File: config.mk
export PLATFORM = sky130hd
export DESIGN_NAME = jump_scheduler
export DESIGN_NICKNAME = d
export VERILOG_FILES = /design/src/rtl/jump_scheduler_pkg.sv /design/src/rtl/jump_fifo.sv /design/src/rtl/jump_scheduler.sv
export SDC_FILE = /design/constraint.sdc
export NUM_CORES = 1
export LEC_CHECK = 0
export CAP_MARGIN = 20
export CELL_PAD_IN_SITES_DETAIL_PLACEMENT = 0
export CELL_PAD_IN_SITES_GLOBAL_PLACEMENT = 1
export CORE_MARGIN = 2
export CORE_UTILIZATION = 49
export CTS_CLUSTER_SIZE = 10
export DETAILED_ROUTE_END_ITERATION = 6
export GPL_ROUTABILITY_DRIVEN = 0
export PLACE_DENSITY_LB_ADDON = 0.1
export SKIP_LAST_GASP = 1
export SLEW_MARGIN = 5
export SYNTH_ARGS = -nofsm -noshare
export SYNTH_HDL_FRONTEND = slang
export SYNTH_HIERARCHICAL = 1
export SYNTH_SLANG_ARGS = --single-unit
File: constraint.sdc
create_clock -name clk -period 7.03 [get_ports clk]
set_clock_uncertainty 0.2 [all_clocks]
set_input_delay 1.406 -clock clk [delete_from_list [all_inputs] [get_ports clk]]
set_output_delay 1.406 -clock clk [all_outputs]
set_load 0.01 [all_outputs]
File: src/rtl/jump_scheduler_pkg.sv
// Shared encodings for the jump scheduler: keyboard key codes and FSM states.
package jump_scheduler_pkg;

  localparam logic [1:0] KEY_NONE  = 2'b00;
  localparam logic [1:0] KEY_LEFT  = 2'b01;
  localparam logic [1:0] KEY_RIGHT = 2'b10;
  localparam logic [1:0] KEY_UP    = 2'b11;

  localparam int unsigned AIR_W = 12;

  typedef enum logic [1:0] {
    JS_IDLE     = 2'd0,
    JS_AIRBORNE = 2'd1,
    JS_FAILED   = 2'd2
  } js_state_e;

endpackage

File: src/rtl/jump_fifo.sv
// Small FIFO of 1-bit jump directions (0 = left, 1 = right).
// A push while full is accepted only when a pop happens in the same cycle.
module jump_fifo #(
  parameter int unsigned DEPTH = 4
) (
  input  logic                   clk,
  input  logic                   rst,
  input  logic                   push,
  input  logic                   pop,
  input  logic                   flush,
  input  logic                   din,
  output logic                   dout,
  output logic [$clog2(DEPTH):0] count,
  output logic                   full,
  output logic                   empty
);

  localparam int unsigned AW = $clog2(DEPTH);

  logic [DEPTH-1:0] mem;
  logic [AW-1:0]    rd_ptr;
  logic [AW-1:0]    wr_ptr;
  logic             do_pop;
  logic             do_push;

  assign empty   = (count == '0);
  assign full    = (count == (AW+1)'(DEPTH));
  assign dout    = mem[rd_ptr];
  assign do_pop  = pop && !empty;
  assign do_push = push && (!full || do_pop);

  // Storage, pointers and occupancy; flush empties the queue in one cycle.
  always_ff @(posedge clk or negedge rst) begin
    if (!rst) begin
      mem    <= '0;
      rd_ptr <= '0;
      wr_ptr <= '0;
      count  <= '0;
    end else if (flush) begin
      rd_ptr <= '0;
      wr_ptr <= '0;
      count  <= '0;
    end else begin
      if (do_push) begin
        mem[wr_ptr] <= din;
        wr_ptr      <= wr_ptr + 1'b1;
      end
      if (do_pop) begin
        rd_ptr <= rd_ptr + 1'b1;
      end
      if (do_push && !do_pop) begin
        count <= count + 1'b1;
      end else if (do_pop && !do_push) begin
        count <= count - 1'b1;
      end
    end
  end

endmodule

File: src/rtl/jump_scheduler.sv
// Queues left/right jump requests and releases them one at a time, waiting
// for a landing, a failure or an airborne timeout between jumps.
module jump_scheduler
  import jump_scheduler_pkg::*;
#(
  parameter int unsigned DEPTH      = 4,
  parameter int unsigned MAX_AIR_MS = 1000
) (
  input  logic                   clk,
  input  logic                   rst,
  input  logic                   module_en,
  input  logic [1:0]             key_code,
  input  logic                   one_ms_tick,
  input  logic                   landed,
  input  logic                   jump_fail,
  output logic                   jump_left,
  output logic                   jump_right,
  output logic                   busy,
  output logic [$clog2(DEPTH):0] queue_count,
  output logic                   overflow,
  output logic                   timeout
);

  localparam logic [AIR_W-1:0] AIR_MAX = AIR_W'(MAX_AIR_MS);

  js_state_e        state, next_state;
  logic [1:0]       key_q;
  logic [AIR_W-1:0] air_cnt, air_next, air_inc;
  logic             request;
  logic             push, pop, flush;
  logic             fifo_dout, fifo_full, fifo_empty;
  logic             left_d, right_d, timeout_d, overflow_d;

  assign request = ((key_code == KEY_LEFT) || (key_code == KEY_RIGHT)) &&
                   (key_q == KEY_NONE);
  assign air_inc = (one_ms_tick && (air_cnt != '1)) ? air_cnt + 1'b1 : air_cnt;
  assign busy    = (state == JS_AIRBORNE);

  jump_fifo #(.DEPTH(DEPTH)) u_fifo (
    .clk   (clk),
    .rst   (rst),
    .push  (push),
    .pop   (pop),
    .flush (flush),
    .din   (key_code == KEY_RIGHT),
    .dout  (fifo_dout),
    .count (queue_count),
    .full  (fifo_full),
    .empty (fifo_empty)
  );

  // State register.
  always_ff @(posedge clk or negedge rst) begin
    if (!rst) state <= JS_IDLE;
    else      state <= next_state;
  end

  // Next state, queue control and next values of the registered pulses.
  always_comb begin
    next_state = state;
    pop        = 1'b0;
    flush      = 1'b0;
    left_d     = 1'b0;
    right_d    = 1'b0;
    timeout_d  = 1'b0;
    air_next   = air_cnt;
    if (!module_en) begin
      next_state = JS_IDLE;
      flush      = 1'b1;
      air_next   = '0;
    end else begin
      case (state)
        JS_IDLE: begin
          if (!fifo_empty) begin
            pop        = 1'b1;
            left_d     = !fifo_dout;
            right_d    = fifo_dout;
            air_next   = '0;
            next_state = JS_AIRBORNE;
          end
        end
        JS_AIRBORNE: begin
          air_next = air_inc;
          if (jump_fail) begin
            next_state = JS_FAILED;
            flush      = 1'b1;
          end else if (landed) begin
            next_state = JS_IDLE;
          end else if (air_inc >= AIR_MAX) begin
            timeout_d  = 1'b1;
            next_state = JS_IDLE;
          end
        end
        JS_FAILED: flush = 1'b1;
        default:   next_state = JS_IDLE;
      endcase
    end
    // A flushing cycle takes no new request, which also covers disable and FAILED.
    push       = request && !flush;
    overflow_d = push && fifo_full && !pop;
  end

  // Key history, air counter and registered output pulses.
  always_ff @(posedge clk or negedge rst) begin
    if (!rst) begin
      key_q      <= KEY_NONE;
      air_cnt    <= '0;
      jump_left  <= 1'b0;
      jump_right <= 1'b0;
      overflow   <= 1'b0;
      timeout    <= 1'b0;
    end else begin
      key_q      <= key_code;
      air_cnt    <= air_next;
      jump_left  <= left_d;
      jump_right <= right_d;
      overflow   <= overflow_d;
      timeout    <= timeout_d;
    end
  end

endmodule

# [Word level (Yosys, flattened, before mapping)]
# Index checks and enable logic that the tools add are counted.
[classes] n_addsub=5 multipliers=0 div=0 magnitude_cmp=4 n_eq_ne=10 n_shift=0 muxes=39 n_bitwise=1 n_reduce_logical=28
[ops] operator="12-bit 2-to-1 mux" count=3
[ops] operator="12-bit one-hot mux with 2 select lines" count=1
[ops] operator="1-bit 2-to-1 mux" count=18
[ops] operator="2-bit 2-to-1 mux" count=9
[ops] operator="12-bit by 1-bit adder with 12-bit output, second input constant" count=1
[ops] operator="12-bit by 10-bit greater-or-equal comparator with 1-bit output, second input constant" count=1
[ops] operator="12-bit != test, second input constant" count=1
[ops] operator="1-bit logical AND" count=10
[ops] operator="3-bit 2-to-1 mux" count=3
[ops] operator="1-bit logical NOT" count=7
[ops] operator="2-bit by 3-bit less-than comparator with 1-bit output, second input constant" count=2
[ops] operator="2-bit one-hot mux with 3 select lines" count=1
[ops] operator="5-bit by 4-bit != test with 1-bit output, second input constant" count=1
[ops] operator="2-bit by 1-bit adder with 2-bit output, second input constant" count=2
[ops] operator="4-bit bitwise mux" count=1
[ops] operator="2-bit by 1-bit equality test with 1-bit output, second input constant" count=2
[ops] operator="2-bit equality test, second input constant" count=2
[ops] operator="2-bit logical NOT" count=2
[ops] operator="2-bit AND reduction" count=2
[ops] operator="2-bit nonzero test" count=2
[ops] operator="3-bit by 1-bit adder with 3-bit output, second input constant" count=1
[ops] operator="3-bit equality test, second input constant" count=1
[ops] operator="3-bit logical NOT" count=1
[ops] operator="3-bit by 1-bit != test with 1-bit output, second input constant" count=1
[ops] operator="11 further kinds" count=12
[word_totals] ff_bits=31 latchBits=0 ram_bits=0 mem_bits_ro=0 in_bits=8 output_inout_bits=8 elab_cells=98 memories=0

# [Depth between registers and ports, before layout]
[depth] depth_word=12 depth_mapped=12 ltp_nobuf=11

# [By module]
# The synthesis kept the hierarchy.
[by_module_without_submodules] module="jump_scheduler" n_inst=1 cells_each=143 area_each_um2=1282.5 seq_area_each_um2=500.5
[by_module_without_submodules] module="jump_fifo" n_inst=1 cells_each=72 area_each_um2=772.0 seq_area_each_um2=275.3

# [Worst setup path after synthesis]
# OpenSTA, ideal clock, no wires.
[synth_path] kind="input to register" from="in key_code[0]" to="reg u_fifo.count[2]" setup_ps=82 arrival_ps=3249 required_time_ps=6748 setup_slack_ps=3499 stages=10 path_buffers=1 cell_sequence="inv_1 ha_1 nor4_1 clkbuf_1 nand2_1 nor2_1 fa_1 nand2b_1 or3_1 a31oi_1"
[synth_between] elab_chain_len=8 elab_cells_between_ends=12 classes_between="2 x eq/ne; 2 x mux; 8 x reduce/logical"
[synth_rtl] item="start: declaration" line="jump_scheduler.sv:12" text="input logic [1:0] key_code,"
[synth_rtl] item="2-bit by 1-bit equality test with 1-bit output / 2-bit equality test (equally long branches)" line="jump_scheduler.sv:34" text="assign request = ((key_code == KEY_LEFT) || (key_code == KEY_RIGHT)) &&"
[synth_rtl] item="1-bit logical OR (*)" line="jump_scheduler.sv:34"
[synth_rtl] item="1-bit logical AND (*)" line="jump_scheduler.sv:34"
[synth_rtl] item="1-bit logical AND (*)" line="jump_scheduler.sv:99" text="push = request && !flush;"
[synth_rtl] item="named net push" line="jump_scheduler.sv:30" text="logic push, pop, flush;"
[synth_rtl] item="1-bit logical AND (*)" line="jump_fifo.sv:30" text="assign do_push = push && (!full || do_pop);"
[synth_rtl] item="1-bit logical AND / 1-bit logical NOT (equally long branches)" line="jump_fifo.sv:51, jump_fifo.sv:53"
[synth_rtl] item="3-bit 2-to-1 mux / 1-bit logical AND (equally long branches)" line="jump_fifo.sv:51, jump_fifo.sv:53"
[synth_rtl] item="3-bit 2-to-1 mux / 3-bit nonzero test (equally long branches)"
[synth_rtl] item="end signal: assignment" line="jump_fifo.sv:52" text="count <= count + 1'b1;"
[synth_rtl] item="end signal: assignment" line="jump_fifo.sv:54" text="count <= count - 1'b1;"
[synth_rtl] item="end: declaration" line="jump_fifo.sv:13" text="output logic [$clog2(DEPTH):0] count,"
# Mark *: on every way through the listed nets, which the timed path passes. The rest lies on a longest branch.
# A chain may end at the register's enable or synchronous reset.

# [Worst setup path in the final report]
[layout_path] from="in module_en" to="reg u_fifo.count[2]"
[layout_between] elab_chain_len=7 elab_cells_between_ends=14 classes_between="4 x mux; 10 x reduce/logical"
[layout_rtl] item="start: declaration" line="jump_scheduler.sv:11" text="input logic module_en,"
[layout_rtl] item="1-bit 2-to-1 mux (*)" line="jump_scheduler.sv:67" text="if (!module_en) begin"
[layout_rtl] item="named net pop" line="jump_scheduler.sv:30"
[layout_rtl] item="1-bit logical AND (*)" line="jump_fifo.sv:29" text="assign do_pop = pop && !empty;"
[layout_rtl] item="1-bit logical OR" line="jump_fifo.sv:30"
[layout_rtl] item="1-bit logical AND" line="jump_fifo.sv:30"
[layout_rtl] item="1-bit logical AND / 1-bit logical NOT (equally long branches)" line="jump_fifo.sv:51, jump_fifo.sv:53"
[layout_rtl] item="3-bit 2-to-1 mux / 1-bit logical AND (equally long branches)" line="jump_fifo.sv:51, jump_fifo.sv:53"
[layout_rtl] item="3-bit 2-to-1 mux / 3-bit nonzero test (equally long branches)"
# Marks and branches as above.

==> run metrics <==
I/O Buffers=15; HP Class=reg -> reg; Non-Filler Instances=282; H-tree levels=2; Static Leak=0.949 nW; setup bufs post-CTS=0; most frequent cell after synthesis=dfrtp_1; GRT Total Usage=21.8%; TNS Setup=0 ns; area grow syn2layout=11.6%; CP endpoint kind=flip-flop; Worst EP arrival=3.75 ns; post-layout instance area=0.00229 mm2; CP startpoint kind=input port; Post-synth EDFFs=0; die area=0.00473 mm2; CTS Sinks=31; Initial Utilization=51.0%; drt total wl=4.36 mm; Yosys Warn Count=6; top cell type's share of synthesized area=37.8%; final worst slack=3.28 ns; IO Count=16; Power Dens Cells=193 mW/mm2; largest cells by area after synthesis=dfrtp_1 (38%), ha_1 (6.1%), nor2_1 (4.2%); post-synth top area cell=dfrtp_1; pin count of the biggest net entering global routing=32; Seq/Total Area, Yosys=37.8%; worst reg2reg setup slack=4.22 ns; grt total ovfl=0; Die H=68.8 um; initial antenna violation count=0; vias in the first global route=1670; Slew Viols, Final=0; clk_lat worst skew=0.29 ns; VDD IR max=0.0929 mV; fin crit share=53.3%; Hold Vio Cnt, Final=0; min Tclk post-route=3.75 ns; Vias/cell=5.87; routed length per instance=15.5 um; asr flop ratio synth=100%; CP Max Fanout=10; Setup violations, final=0; multi-input logic area=0.00115 mm2; HPWL after DPL=3.10 mm; synth unique cells=53; Syn Nets=234; Clk pin slew, worst setup/hold paths=0.07 ns; post-CTS sizing=0; RSZ-0062 raised after global routing=false; outcome=complete, no violations; FF/Latch Area=776 um2; Max Cap Violations=0; drt pass-1 iters=4; hold_ws=0.290 ns; die width=68.8 um; Worst R2R End=u_fifo/count[2]$_DFFE_PN0P_; #FFs+latches synth=31; Initial DRC Count=115; hold path endpoint=u_fifo/mem[2]$_DFFE_PN0P_; Mean Syn Cell Area=9.56 um2; Post-synth top flop=dfrtp_1; CP required=7.03 ns; clk buf depth=2; worst rel slew slack=32.1%; total number of vias=1656; Core Region=0.00403 mm2; CTS Hold Bufs=0; Mapped Area=0.00205 mm2; std cell rows=23; CTS tree=yes; drc violations=0; Synth Instances=215; fillers=367; Layout Utilization=56.9%; Num CTS Buffers=5; Final ANT Viol Nets=0; r2r worst-path depth=13; share of cells above drive strength 1=10.8%; pre-CTS setup slack=3.03 ns; Worst Hold Depth=1; critical path class=in -> reg; Post-DP Area=0.00220 mm2; HP Start=u_fifo/mem[2]$_DFFE_PN0P_; total placed cells including tap cells=274; Power, Total=0.442 mW; Root Driver=clkbuf_8; worst r2r src=state[1]$_DFFE_PN0P_; antenna cells=0; Post-synth top cells=dfrtp_1 (31), nor2_1 (23), nand2_1 (21), o21ai_0 (17), a21oi_1 (12); Worst Tran Pin Value=1.01 ns; Layout Nets=250; first-pass GRT wire length=7.62 mm; fmax=267 MHz
[how the worst max path moves through the flow]
stage                      startpoint                     endpoint  slack [ns]
final                       module_en  u_fifo/count[2]$_DFFE_PN0P_        3.28
after global routing        module_en  u_fifo/count[2]$_DFFE_PN0P_        3.08
after CTS                   module_en  u_fifo/count[2]$_DFFE_PN0P_        3.32
after detailed placement    module_en  u_fifo/count[2]$_DFFE_PN0P_        3.03
after global placement      module_en  u_fifo/count[2]$_DFFE_PN0P_        3.13
after floorplan           key_code[0]  u_fifo/count[2]$_DFFE_PN0P_        3.50
[cells in the final DEF, fill, tap and decap left out, drive strengths merged, types with 5 or more instances in the layout]
cell type | Yosys | layout
a21oi | 12 | 12
a31oi | 8 | 8
clkbuf | 6 | 5
clkdlybuf4s50 | 0 | 15
dfrtp | 31 | 31
ha | 10 | 10
inv | 10 | 10
mux2 | 7 | 7
nand2 | 21 | 21
nand4 | 7 | 7
nor2 | 23 | 23
o21ai | 17 | 17
[cell type report]
| class | count | share of cell area, % |
|---|---|---|
| clock buffers | 5 | 3.00 |
| clock inverters | 3 | 0.873 |
| inverters | 10 | 1.64 |
| multi-input cells | 164 | 50.1 |
| flip-flops and latches | 31 | 33.8 |
| well taps | 50 | 2.73 |
| repair buffers | 19 | 7.86 |
[logic make-up after synthesis]
family / Yosys count / synth area share [%]
AND/OR/NAND/NOR: 86 / 24.2
buffers and inverters: 20 / 6.39
adder cells (fa/ha/maj): 11 / 7.06
flip-flops: 31 / 37.8
multiplexers: 11 / 6.58
AO/OA/AOI/OAI: 51 / 15.9
XOR/XNOR: 5 / 2.13
[flip-flops by register name, indices dropped and copies added, names as in the netlist]
register and count:
key_q 2, u_fifo/mem 4, u_fifo/wr_ptr 2, state 2
timeout 1, overflow 1, air_cnt 12, jump_left 1
u_fifo/count 3, jump_right 1, u_fifo/rd_ptr 2
[layer usage]
layer / wire length, um / vias up / GRT usage, %
met4: 25 / 0 / 9.31
met1: 1950 / 807 / 24.9
met2: 2220 / 36 / 38.6
met5: 0 / - / 0
met3: 158 / 2 / 5.36
li1: - / 811 / -
[where the power goes]
part           internal [mW]  switching [mW]
logic                 0.0447          0.0632
clock network         0.0688          0.0723
registers              0.187         0.00643
[critical path, cell delays in order]
cell and delay (ns):
clkdlybuf4s50_1 0.57, nand3b_1 0.18, inv_1 0.31, o21ai_0 0.19, nand2_1 0.10, nor2_1 0.05, fa_1 0.40, nor4b_1 0.28
a31oi_1 0.08, a31oi_1 0.18
No activity file was read; power rests on OpenSTA's default activity.
